### src/rtl/kcpsm6_irq_pkg.sv
// Shared definitions for the KCPSM6 interrupt controller.
//   irq_state_e      : controller FSM states
//   *_PORT_DEF       : default KCPSM6 port_id assignments
//   src_mask8()      : 8-bit mask with the low n bits set (implemented sources)
package kcpsm6_irq_pkg;

  typedef enum logic [1:0] {
    ST_IDLE    = 2'd0,
    ST_ASSERT  = 2'd1,
    ST_SERVICE = 2'd2
  } irq_state_e;

  localparam logic [7:0] MASK_PORT_DEF = 8'h10;
  localparam logic [7:0] STAT_PORT_DEF = 8'h11;
  localparam logic [7:0] PEND_PORT_DEF = 8'h12;
  localparam logic [7:0] CLR_PORT_DEF  = 8'h13;

  // Bits at index >= n correspond to unimplemented sources and are forced to 0.
  function automatic logic [7:0] src_mask8(input int n);
    logic [7:0] m;
    for (int i = 0; i < 8; i++) begin
      m[i] = (i < n);
    end
    return m;
  endfunction

endpackage

### src/rtl/rr_arbiter.sv
// Round-robin picker: returns the first set bit of req, searching upward
// from ptr and wrapping from N-1 back to 0.
//   req   : request vector (N bits)
//   ptr   : starting index of the search (must be < N)
//   valid : at least one request is set
//   index : chosen request index
module rr_arbiter #(
  parameter int N = 4
) (
  input  logic [N-1:0] req,
  input  logic [2:0]   ptr,
  output logic         valid,
  output logic [2:0]   index
);

  logic [7:0] req8_s;
  logic [3:0] pos_s;

  // Scan N positions starting at ptr; the first hit wins.
  always_comb begin
    req8_s         = 8'h00;
    req8_s[N-1:0]  = req;
    valid          = 1'b0;
    index          = 3'd0;
    pos_s          = 4'd0;
    for (int k = 0; k < N; k++) begin
      pos_s = {1'b0, ptr} + 4'(k);
      if (pos_s >= 4'(N)) begin
        pos_s = pos_s - 4'(N);
      end else begin
        pos_s = pos_s;
      end
      if (!valid && req8_s[pos_s[2:0]]) begin
        valid = 1'b1;
        index = pos_s[2:0];
      end else begin
        valid = valid;
      end
    end
  end

endmodule

### src/rtl/kcpsm6_irq_ctrl.sv
// Rising-edge interrupt controller for a KCPSM6 soft processor.
//   clk, reset     : clock and asynchronous active-low reset
//   irq_req        : per-source requests, latched on their rising edge
//   port_id, out_port, write_strobe : KCPSM6 I/O write bus
//   rd_data        : registered read data for the in_port multiplexer
//   interrupt      : to KCPSM6 interrupt input
//   interrupt_ack  : from KCPSM6 interrupt_ack
// Registers: MASK (R/W), STAT (RO: in_service, gnt), PEND (RO), CLR (WO,
// end-of-service for the granted source).
module kcpsm6_irq_ctrl
  import kcpsm6_irq_pkg::*;
#(
  parameter int         N_SRC     = 4,
  parameter logic [7:0] MASK_PORT = MASK_PORT_DEF,
  parameter logic [7:0] STAT_PORT = STAT_PORT_DEF,
  parameter logic [7:0] PEND_PORT = PEND_PORT_DEF,
  parameter logic [7:0] CLR_PORT  = CLR_PORT_DEF
) (
  input  logic             clk,
  input  logic             reset,
  input  logic [N_SRC-1:0] irq_req,
  input  logic [7:0]       port_id,
  input  logic [7:0]       out_port,
  input  logic             write_strobe,
  output logic [7:0]       rd_data,
  output logic             interrupt,
  input  logic             interrupt_ack
);

  localparam logic [7:0] SRC_MASK8 = src_mask8(N_SRC);

  irq_state_e       state_r, state_next_s;
  logic [N_SRC-1:0] req_q_r, req_qq_r, edge_s;
  logic             armed_r;
  logic [N_SRC-1:0] pend_r, pend_next_s, clr_mask_s;
  logic [7:0]       mask_r;
  logic [2:0]       gnt_r, rr_ptr_r, rr_next_s;
  logic [3:0]       rr_sum_s;
  logic             interrupt_r, interrupt_next_s;
  logic [7:0]       rd_data_r, rd_next_s, pend8_s;
  logic             arb_valid_s;
  logic [2:0]       arb_idx_s;
  logic             clr_wr_s, clr_s, mask_wr_s, take_s;

  assign edge_s    = req_q_r & ~req_qq_r;
  assign clr_wr_s  = write_strobe && (port_id == CLR_PORT);
  assign mask_wr_s = write_strobe && (port_id == MASK_PORT);
  assign clr_s     = clr_wr_s && (state_r == ST_SERVICE);
  assign take_s    = (state_r == ST_IDLE) && arb_valid_s;
  assign rd_data   = rd_data_r;
  assign interrupt = interrupt_r;

  rr_arbiter #(.N(N_SRC)) u_arb (
    .req   (pend_r & mask_r[N_SRC-1:0]),
    .ptr   (rr_ptr_r),
    .valid (arb_valid_s),
    .index (arb_idx_s)
  );

  // Request synchroniser/edge history. The first cycle out of reset loads
  // both stages so a source held high through reset release is not an edge.
  always_ff @(posedge clk or negedge reset) begin
    if (!reset) begin
      req_q_r  <= '0;
      req_qq_r <= '0;
      armed_r  <= 1'b0;
    end else if (!armed_r) begin
      req_q_r  <= irq_req;
      req_qq_r <= irq_req;
      armed_r  <= 1'b1;
    end else begin
      req_q_r  <= irq_req;
      req_qq_r <= req_q_r;
      armed_r  <= 1'b1;
    end
  end

  // FSM state register.
  always_ff @(posedge clk or negedge reset) begin
    if (!reset) begin
      state_r <= ST_IDLE;
    end else begin
      state_r <= state_next_s;
    end
  end

  // FSM next-state logic; mask only matters for leaving IDLE.
  always_comb begin
    state_next_s = ST_IDLE;
    case (state_r)
      ST_IDLE:    state_next_s = arb_valid_s   ? ST_ASSERT  : ST_IDLE;
      ST_ASSERT:  state_next_s = interrupt_ack ? ST_SERVICE : ST_ASSERT;
      ST_SERVICE: state_next_s = clr_wr_s      ? ST_IDLE    : ST_SERVICE;
      default:    state_next_s = ST_IDLE;
    endcase
  end

  // Output/datapath next values: pend set/clear, round-robin pointer, read mux.
  always_comb begin
    clr_mask_s = '0;
    for (int i = 0; i < N_SRC; i++) begin
      clr_mask_s[i] = clr_s && (gnt_r == 3'(i));
    end
    // A new edge on the source being cleared wins over the clear.
    pend_next_s = (pend_r & ~clr_mask_s) | edge_s;

    rr_sum_s = {1'b0, arb_idx_s} + 4'd1;
    if (rr_sum_s >= 4'(N_SRC)) begin
      rr_next_s = 3'd0;
    end else begin
      rr_next_s = rr_sum_s[2:0];
    end

    interrupt_next_s = (state_next_s == ST_ASSERT);

    pend8_s              = 8'h00;
    pend8_s[N_SRC-1:0]   = pend_r;
    case (port_id)
      MASK_PORT: rd_next_s = mask_r;
      STAT_PORT: rd_next_s = {(state_r == ST_SERVICE), 4'b0000, gnt_r};
      PEND_PORT: rd_next_s = pend8_s;
      default:   rd_next_s = 8'h00;
    endcase
  end

  // Registered datapath and outputs.
  always_ff @(posedge clk or negedge reset) begin
    if (!reset) begin
      pend_r      <= '0;
      mask_r      <= 8'h00;
      gnt_r       <= 3'd0;
      rr_ptr_r    <= 3'd0;
      interrupt_r <= 1'b0;
      rd_data_r   <= 8'h00;
    end else begin
      pend_r      <= pend_next_s;
      mask_r      <= mask_wr_s ? (out_port & SRC_MASK8) : mask_r;
      gnt_r       <= take_s ? arb_idx_s : gnt_r;
      rr_ptr_r    <= take_s ? rr_next_s : rr_ptr_r;
      interrupt_r <= interrupt_next_s;
      rd_data_r   <= rd_next_s;
    end
  end

endmodule

### config.mk
export PLATFORM = sky130hd
export DESIGN_NAME = kcpsm6_irq_ctrl
export DESIGN_NICKNAME = d
export VERILOG_FILES = /design/src/rtl/kcpsm6_irq_pkg.sv /design/src/rtl/rr_arbiter.sv /design/src/rtl/kcpsm6_irq_ctrl.sv
export SDC_FILE = /design/constraint.sdc
export NUM_CORES = 1
export LEC_CHECK = 0
export ABC_AREA = 1
export BUFFER_PORTS_ARGS = -buffer_cell sky130_fd_sc_hd__buf_4
export CAP_MARGIN = 20
export CORE_AREA = 10 10 75 77
export DETAILED_ROUTE_END_ITERATION = 10
export DIE_AREA = 0 0 85 87
export SLEW_MARGIN = 20
export SYNTH_ARGS = -nofsm -noshare
export SYNTH_HDL_FRONTEND = slang
export SYNTH_SLANG_ARGS = --single-unit
### constraint.sdc
create_clock -name clk -period 2.68 [get_ports clk]
set_input_delay 0 -clock clk [delete_from_list [all_inputs] [get_ports clk]]
set_output_delay 0 -clock clk [all_outputs]
set_load 0.02 [all_outputs]
==> results.json, run 1 <==
{
  "outcome": "finished clean",
  "start_util": 0.376,
  "core_area_um2": 4230,
  "finalHoldViolCount": 0,
  "pwr-share-comb": 0.413,
  "ys_seq_elements": 31,
  "yosysUniqueCellTypes": 31,
  "wl_met3_um": 222,
  "synthCells": 179,
  "fmax_ghz": 0.430,
  "crit_arrival_ns": 2.50,
  "setup_tns_ns": 0,
  "rsz0062_at_grt": "no",
  "clkTransAtPathRegs_ns": 0.07,
  "drc_errors": 0,
  "synth_edf_count": 0,
  "setup_violations": 0,
  "synth_area_leaders": "dfrtp_1 49%, nand2_1 8.5%, nand3_1 7.2%",
  "design.die.area_um2": 7400,
  "synth_top_flop_cell": "dfrtp_1",
  "place_area_um2": 1810,
  "yosys_warnings": 0,
  "drt_pass1_iterations": 4,
  "grt_pass1_vias": 1267,
  "gp_congestion": 0.847,
  "pin_count": 33,
  "holdPathEnd": "rd_data[0]",
  "worst_hold_slack_ns": 0.0523,
  "grt_first_pass_wirelength_um": 5710,
  "wl_per_cell_um": 12.0,
  "drtIter0Drc": 63,
  "r2r.worst_path.cells": 13,
  "rr_startpoint": "rr_ptr_r[0]",
  "internal-power_mw": 1.22,
  "crit_family": "simple AND/OR/NAND/NOR gates",
  "area_growth_pct": 29.3,
  "ff_latch_area_um2": 776,
  "required_ns": 2.86,
  "whs_path_depth": 4,
  "crit_path_start_kind": "flip-flop",
  "clkLatencyLatePin_ns": 0.28,
  "die_w_um": 85,
  "p_leak_nw": 1.03,
  "drt-vias-per-instance": 4.69,
  "cts_tree": "done",
  "swShare": 0.380,
  "rr_endpoint": "rr_ptr_r[1]",
  "period_minus_slack_ns": 2.32,
  "worst-path-max-fanout": 10,
  "highest_layer": "met4",
  "wirelength_um": 3270,
  "finalCritPeriodShare": 0.867,
  "detail-route-antenna-nets": 0,
  "met2_length_um": 1600,
  "portBuffers": 25,
  "criticalPathCategory": "flip-flop to flip-flop",
  "clockBufferDepth": 2,
  "grtUsageTotal": 0.0954,
  "cts_buffers": 5,
  "fillerInstances": 410,
  "critPathSlowestCell": "dfrtp_1",
  "dpl.hpwl_um": 2440,
  "end_kind": "flip-flop",
  "cts-root-buf": "clkbuf_8",
  "min_from": "port_id[0]",
  "layout.nets": 246,
  "clockPowerShare": 0.275,
  "wl_met1_um": 1410,
  "grt_max_degree": 32,
  "cp_common_cell": "nand3_1",
  "maxCapViolCount": 0,
  "synth_top_area_cell": "dfrtp_1",
  "drive_gt1_frac": 0.232,
  "pre_cts_ws_ns": 0.355,
  "die_height_um": 87,
  "r2r_slack_ns": 0.36,
  "cts_resized": 0,
  "switchingPower_uw": 747,
  "final_area_um2": 2060,
  "final_max_slew_viol_count": 0,
  "rows": 24,
  "route.vias.total": 1277,
  "antenna_found_initial": 0,
  "max_stage_delay_ns": 0.57,
  "worst_slack_ns": 0.355,
  "htreeDepth": 2,
  "pwr_density_cell_nw_per_um2": 955,
  "clock-sinks": 31,
  "min_path_type": "input port to flip-flop",
  "crit_path_cell_trace": "inv_6 -> ha_1 -> inv_1 -> nand3_1 -> inv_1 -> nor2_2 -> nand3_1 -> nand2_1 -> nand3_1 -> and2_1 -> ha_1 -> nand3b_1 -> nand2_1",
  "synth.cell_area_um2": 1590,
  "cp_num_buf_inv": 3,
  "synth.top_cell.area_share": 0.488,
  "synth.avg_cell_area_um2": 8.88,
  "ys_seq_area_frac": 0.488,
  "seqPwrFrac": 0.312,
  "multi_input_area_um2": 694,
  "fin_worst_skew_ns": 0.00794,
  "grt-ovfl-total": 0,
  "peakVddDrop_mv": 0.425,
  "diodes": 0,
  "ys_async_sr_fraction": 1.00
}
repair_timing:
| item | in CTS | in global routing |
|---|---|---|
| hold endpoints to repair | 47 | 0 |
| setup buffers | 0 | 0 |
| endpoints found under the setup margin | 0 | 0 |
| hold buffers | 11 | 0 |
Yosys cell counts, types with 3 or more instances:
cell / number
ha_1: 3
nand3_2: 4
nand4_1: 4
nand2_1: 36
mux2_4: 4
buf_4: 3
dfrtp_1: 31
o21ai_0: 10
inv_1: 18
nor2_1: 14
nand3_1: 23
a21oi_1: 5
per-layer routing:
metal / vias up / global-route usage
met5: - / 0
met4: 0 / 0.0389
met3: 4 / 0.0459
met2: 29 / 0.156
met1: 585 / 0.104
li1: 659 / -
kinds of logic after synthesis:
logic type	synth area share
mux	0.0378
compound gates	0.0684
buf+inv	0.0803
fa+ha+maj	0.0236
other cells	0.00472
flops	0.488
simple gates	0.297
cell usage in the layout (no fill, tap or decap), drive strengths merged:
master / instances
mux2: 4
o31ai: 2
buf: 25
a22o: 1
bufinv: 2
inv: 22
dlygate4sd3: 11
nor2: 17
dfrtp: 31
clkbuf: 6
conb: 4
nand3b: 1
ha: 3
nor3: 1
nor4: 2
nand2: 38
nand4: 4
a21oi: 5
and2: 1
nand3: 28
o21ai: 12
area by class of cell:
class                      instances  share of cell area
inverter                          22              0.0438
sequential                        31               0.377
clock inverter                     2              0.0292
multi-input combinational        123               0.338
timing repair buffer              36               0.145
tap                               52              0.0316
clock buffer                       6              0.0353
flip-flops by register name, indices dropped and copies added (netlist names):
signal / count
rd_data: 5
pend_r: 4
req_qq_r: 4
armed_r: 1
req_q_r: 4
interrupt: 1
mask_r: 4
gnt_r: 3
state_r: 2
rr_ptr_r: 3
power by group through the flow:
stage	Combinational [mW]	Clock, mW	Sequential [mW]
detailed placement	0.810	0	0.621
global placement	0.798	0	0.620
global route	0.946	0.577	0.627
CTS	0.827	0.554	0.613
floorplan	0.663	0	0.597
finish	0.812	0.539	0.613
metrics by stage:
step	cells	util	total power [mW]
after floorplan	181	-	1.26
after global placement	253	0.428	1.42
after detailed placement	253	0.428	1.43
after CTS	272	0.486	1.99
after global routing	272	0.486	2.15
final	272	0.486	1.96
worst register-to-register path, stage by stage (launching register included):
cell and delay (ns):
dfrtp_1 0.57, inv_6 0.07, ha_1 0.37, inv_1 0.09, nand3_1 0.12, inv_1 0.06
nor2_2 0.14, nand3_1 0.08, nand2_1 0.08, nand3_1 0.08, and2_1 0.15, ha_1 0.26
nand3b_1 0.08, nand2_1 0.05
how the worst max path moves through the flow:
stage / to / startpoint / depth (start not counted) / slack (ns)
6_report: rr_ptr_r[1] / rr_ptr_r[0] / 13 / 0.36
3_5_place_dp: rr_ptr_r[1] / rr_ptr_r[0] / 13 / 0.35
3_3_place_gp: rr_ptr_r[1] / rr_ptr_r[0] / 13 / 0.39
5_1_grt: rr_ptr_r[1] / rr_ptr_r[0] / 13 / 0.12
4_1_cts: rr_ptr_r[1] / rr_ptr_r[0] / 13 / 0.35
2_1_floorplan: rr_ptr_r[1] / rr_ptr_r[0] / 14 / 0.66
No activity file was read; power rests on OpenSTA's default activity.
==> run 2: changes to the inputs <==
Settings changed: CELL_PAD_IN_SITES_DETAIL_PLACEMENT set to 0, CELL_PAD_IN_SITES_GLOBAL_PLACEMENT set to 2, CORE_AREA 10 10 75 77 to 10 10 82 84, DIE_AREA 0 0 85 87 to 0 0 92 94, PLACE_DENSITY_LB_ADDON set to 0.1, TNS_END_PERCENT set to 20.
==> results.json, run 2 (synthesis results as in run 1) <==
{
  "clockPowerShare": 0.242,
  "clockBufferDepth": 2,
  "largest_register_ffs": 5,
  "clkTransAtPathRegs_ns": 0.07,
  "dpl.hpwl_um": 2830,
  "wl_per_cell_um": 12.7,
  "grt_pass1_vias": 1265,
  "grt_max_degree": 32,
  "route.vias.total": 1285,
  "fin_worst_skew_ns": 0.00705,
  "grt_first_pass_wirelength_um": 6150,
  "pre_cts_ws_ns": 0.345,
  "crit_path_start_kind": "flip-flop",
  "min_path_type": "input port to flip-flop",
  "setup_tns_ns": 0,
  "die_w_um": 92,
  "cts-root-buf": "clkbuf_8",
  "criticalPathCategory": "flip-flop to flip-flop",
  "clock-sinks": 31,
  "pwr-share-comb": 0.433,
  "clkLatencyLatePin_ns": 0.28,
  "pin_count": 33,
  "gp_congestion": 0.766,
  "design.die.area_um2": 8650,
  "rows": 26,
  "antenna_found_initial": 0,
  "fmax_ghz": 0.421,
  "peakVddDrop_mv": 0.388,
  "rsz0062_at_grt": "no",
  "drt-vias-per-instance": 4.43,
  "htreeDepth": 2,
  "cts_hold_buf": 11,
  "portBuffers": 25,
  "switchingPower_uw": 781,
  "cts_resized": 0,
  "seqPwrFrac": 0.325,
  "outcome": "finished clean",
  "finalCritPeriodShare": 0.886,
  "final_cell_mix": "36 x nand2_1, 31 x dfrtp_1, 25 x buf_4",
  "period_minus_slack_ns": 2.37,
  "grt-ovfl-total": 0,
  "final_max_slew_viol_count": 0,
  "core_area_um2": 5070,
  "die_height_um": 94,
  "worst_slack_ns": 0.306,
  "required_ns": 2.86,
  "final_common_cell": "nand2_1",
  "fillerInstances": 519,
  "worst-path-max-fanout": 10,
  "place_area_um2": 1840,
  "pwr_density_cell_nw_per_um2": 924,
  "crit_arrival_ns": 2.55,
  "drt_pass1_iterations": 5,
  "grtUsageTotal": 0.0888,
  "drc_errors": 0,
  "cts_tree": "done",
  "maxCapViolCount": 0,
  "cts_buffers": 5,
  "p_leak_nw": 1.02,
  "area_growth_pct": 29.4,
  "layout.nets": 246,
  "end_kind": "flip-flop",
  "final_area_um2": 2060,
  "diodes": 0,
  "finalHoldViolCount": 0,
  "swShare": 0.411,
  "drive_gt1_frac": 0.236,
  "drtIter0Drc": 77,
  "wirelength_um": 3680,
  "detail-route-antenna-nets": 0,
  "start_util": 0.313,
  "postCtsSetupBuffers": 0,
  "internal-power_mw": 1.12,
  "worst_hold_slack_ns": 0.0518,
  "setup_violations": 0
}
[run 2: power groups by stage]
stage          Combinational, mW  Clock [mW]  Sequential, mW
3_5_place_dp               0.816           0           0.625
4_1_cts                    0.834       0.474           0.616
5_1_grt                    0.944       0.497           0.626
6_report                   0.823       0.461           0.617
3_3_place_gp               0.814           0           0.624
2_1_floorplan              0.663           0           0.597
[run 2: layer usage]
layer  part of all wire  track usage
met4             0.0035       0.0193
met3              0.056       0.0368
met1               0.50        0.108
met5                  0            0
met2               0.44        0.144
[run 2: worst max-delay path, stage by stage, from the launching register on]
cell and delay, ns:
dfrtp_1 0.59, inv_6 0.08, ha_1 0.38, inv_1 0.09
nand3_1 0.13, inv_1 0.06, nor2_2 0.14, nand3_1 0.08
nand2_1 0.08, nand3_1 0.10, and2_1 0.16, ha_1 0.26
nand3b_1 0.08, nand2_1 0.05
[run 2: final cells by class]
cell class,instances,area (µm²),area share
well taps,70,87.6,0.0426
inverters,22,90.1,0.0438
multi-input cells,123,694,0.337
clock buffers,5,68.8,0.0334
flip-flops and latches,31,776,0.377
repair buffers,36,298,0.145
clock inverters,3,43.8,0.0213
[run 2: path summary, 6_finish.rpt]
kind / startpoint / endpoint / slack, ns / cells past startpoint
max: rr_ptr_r[0] / rr_ptr_r[1] / 0.31 / 13
min: port_id[0] / rd_data[2] / 0.05 / 4
max reg2reg: rr_ptr_r[0] / rr_ptr_r[1] / 0.31 / 13
min reg2reg: req_qq_r[1] / pend_r[1] / 0.42 / 1
max in group asynchronous: reset / pend_r[2] / 2.20 / 2
min in group asynchronous: reset / rd_data[2] / 0.19 / 2
[run 2: metrics by stage]
stage	power (mW)	instances	util
floorplan	1.26	181	-
global placement	1.44	271	0.362
detailed placement	1.44	271	0.362
CTS	1.92	290	0.406
global route	2.07	290	0.406
finish	1.90	290	0.406
==> run 3: changes to the inputs <==
Settings changed: ABC_AREA 1 to 0, CORE_AREA 10 10 82 84 to 10 10 81 83, DIE_AREA 0 0 92 94 to 0 0 91 93.
==> results.json, run 3 <==
{
  "final_max_slew_viol_count": 0,
  "outcome": "finished clean",
  "synth.avg_cell_area_um2": 10.3,
  "maxSlewHeadroom": 0.599,
  "largest_register_ffs": 5,
  "pin_count": 33,
  "area_growth_pct": 29.8,
  "yosysUniqueCellTypes": 43,
  "rows": 26,
  "ys_seq_elements": 31,
  "grtUsageTotal": 0.102,
  "ys_seq_area_frac": 0.472,
  "fmax_ghz": 0.402,
  "critPathSlowestCell": "ha_2",
  "criticalPathCategory": "flip-flop to flip-flop",
  "synth.top_cell.area_share": 0.472,
  "final_area_um2": 2130,
  "cts-root-buf": "clkbuf_8",
  "antenna_found_initial": 0,
  "die_w_um": 91,
  "grt_first_pass_wirelength_um": 7040,
  "finalHoldViolCount": 0,
  "grt-ovfl-total": 0,
  "wl_per_cell_um": 14.9,
  "cts_tree": "done",
  "detail-route-antenna-nets": 0,
  "final_common_cell": "dfrtp_1",
  "drc_errors": 0,
  "drtIter0Drc": 42,
  "synthCells": 160,
  "synth_area_leaders": "dfrtp_1 47%, mux2_2 6.2%, mux2i_1 3.7%",
  "period_minus_slack_ns": 2.49,
  "peakVddDrop_mv": 0.282,
  "grt_max_degree": 32,
  "final_cell_mix": "31 x dfrtp_1, 29 x buf_4, 13 x dlygate4sd3_1",
  "finalCritPeriodShare": 0.929,
  "place_area_um2": 1900,
  "synth.cell_area_um2": 1640,
  "synth_top_area_cell": "dfrtp_1",
  "route.vias.total": 1343,
  "portBuffers": 25,
  "wl_met1_um": 1780,
  "rsz0062_at_grt": "no",
  "setup_tns_ns": 0,
  "min_path_type": "input port to flip-flop",
  "clkLatencyLatePin_ns": 0.28,
  "fin_worst_skew_ns": 0.00788,
  "worst_hold_slack_ns": 0.0443,
  "ys_async_sr_fraction": 1.00,
  "highest_layer": "met4",
  "setup_violations": 0,
  "yosys_warnings": 0,
  "synth_commonest_cells": "31 x dfrtp_1, 11 x o21ai_0, 10 x inv_1, 10 x nand3_1",
  "crit_arrival_ns": 2.65,
  "clkTransAtPathRegs_ns": 0.07,
  "synth_top_flop_cell": "dfrtp_1",
  "synth_edf_count": 0,
  "required_ns": 2.84,
  "cts_buffers": 5,
  "maxCapViolCount": 0,
  "drive_gt1_frac": 0.281,
  "core_area_um2": 5010,
  "pwr_density_cell_nw_per_um2": 693,
  "design.die.area_um2": 8460,
  "clock-sinks": 31,
  "htreeDepth": 2,
  "dpl.hpwl_um": 2960,
  "met2_length_um": 2010,
  "end_kind": "flip-flop",
  "die_height_um": 93,
  "wirelength_um": 4070,
  "start_util": 0.328,
  "diodes": 0,
  "grt_pass1_vias": 1425,
  "tightest_slew_ns": 0.596,
  "max_stage_delay_ns": 0.44,
  "utilization": 0.426,
  "wl_met3_um": 188,
  "layout.nets": 229,
  "drt-vias-per-instance": 4.92,
  "crit_path_cell_trace": "inv_1 -> ha_2 -> nand3b_1 -> a21oi_1 -> or2_2 -> o31a_1 -> a31oi_1 -> ha_1 -> nand2b_1 -> mux2i_1",
  "clockBufferDepth": 2,
  "yosysMostFrequentCell": "dfrtp_1",
  "p_leak_nw": 0.972,
  "gp_congestion": 0.837,
  "worst-path-max-fanout": 12,
  "drt_pass1_iterations": 4,
  "crit_path_start_kind": "flip-flop"
}
[run 3: changes by cell type in the layout (fill, tap and decap cells not counted), moves of 4 or more]
cell     delta
nand3_1    -13
nor2_1      -5
mux2_4      -4
nand2_1    -31
nor2b_1     +5
nand3_2     -4
inv_1       -8
or2_2       +5
nand4_1     -4
buf_4       +4
mux2_2      +9
mux2i_1     +6
[run 3: logic make-up (layout without fill, tap and decap cells)]
logic type,after synthesis,after routing,share of synthesized area
flops,31,31,0.472
simple gates,53,53,0.196
compound gates,37,37,0.148
fa+ha+maj,3,3,0.0228
other cells,2,4,0.00457
mux,15,15,0.0982
buf+inv,19,60,0.0594
[run 3: timing repair]
action	in CTS	in global routing
hold endpoints to repair	46	0
resized for setup	0	4
hold buffers	13	0
setup endpoints to repair	0	3
setup buffers	0	0
[run 3: path summary, 6_finish.rpt]
kind	start	end	slack, ns	cells past startpoint
max	rr_ptr_r[0]	rr_ptr_r[1]	0.19	10
min	port_id[6]	state_r[1]	0.04	3
max reg2reg	rr_ptr_r[0]	rr_ptr_r[1]	0.19	10
min reg2reg	req_qq_r[1]	pend_r[1]	0.42	1
max in group asynchronous	reset	mask_r[0]	2.21	2
min in group asynchronous	reset	gnt_r[0]	0.19	2
[run 3: power by group]
part           leakage [nW]  total [mW]  switching, mW  internal (mW)
registers             0.381       0.558         0.0363          0.521
logic                 0.550       0.557          0.290          0.267
clock network        0.0402       0.364          0.183          0.180
total                 0.972        1.48          0.510          0.969
[run 3: cell type report]
type / instances / area, µm²
Multi-Input combinational cell: 112 / 796
Fill cell: 522 / 2880
Tap cell: 70 / 87.6
Sequential cell: 31 / 776
Clock inverter: 3 / 20.0
Timing Repair Buffer: 42 / 348
Inverter: 10 / 37.5
Clock buffer: 5 / 68.8
[run 3: per-layer routing]
| metal | up-vias | global-route usage |
|---|---|---|
| li1 | 653 | - |
| met1 | 653 | 0.115 |
| met2 | 28 | 0.172 |
| met3 | 9 | 0.0336 |
| met4 | 0 | 0.0483 |
| met5 | - | 0 |
[run 3: stage by stage]
step                      power [mW]  cells  worst slack [ns]
after floorplan                0.938    162             0.213
after CTS                       1.48    273            0.0689
after detailed placement        1.10    252            0.0924
after global routing            1.60    273            0.0450
after global placement          1.09    252             0.111
final                           1.48    273             0.191
[run 3: worst max-delay path: cells and delay by family, from the launching register on]
family,cells,cell delay (ns)
compound gates,3,0.65
simple gates,3,0.55
flops,1,0.34
buf+inv,1,0.07
fa+ha+maj,2,0.69
mux,1,0.06
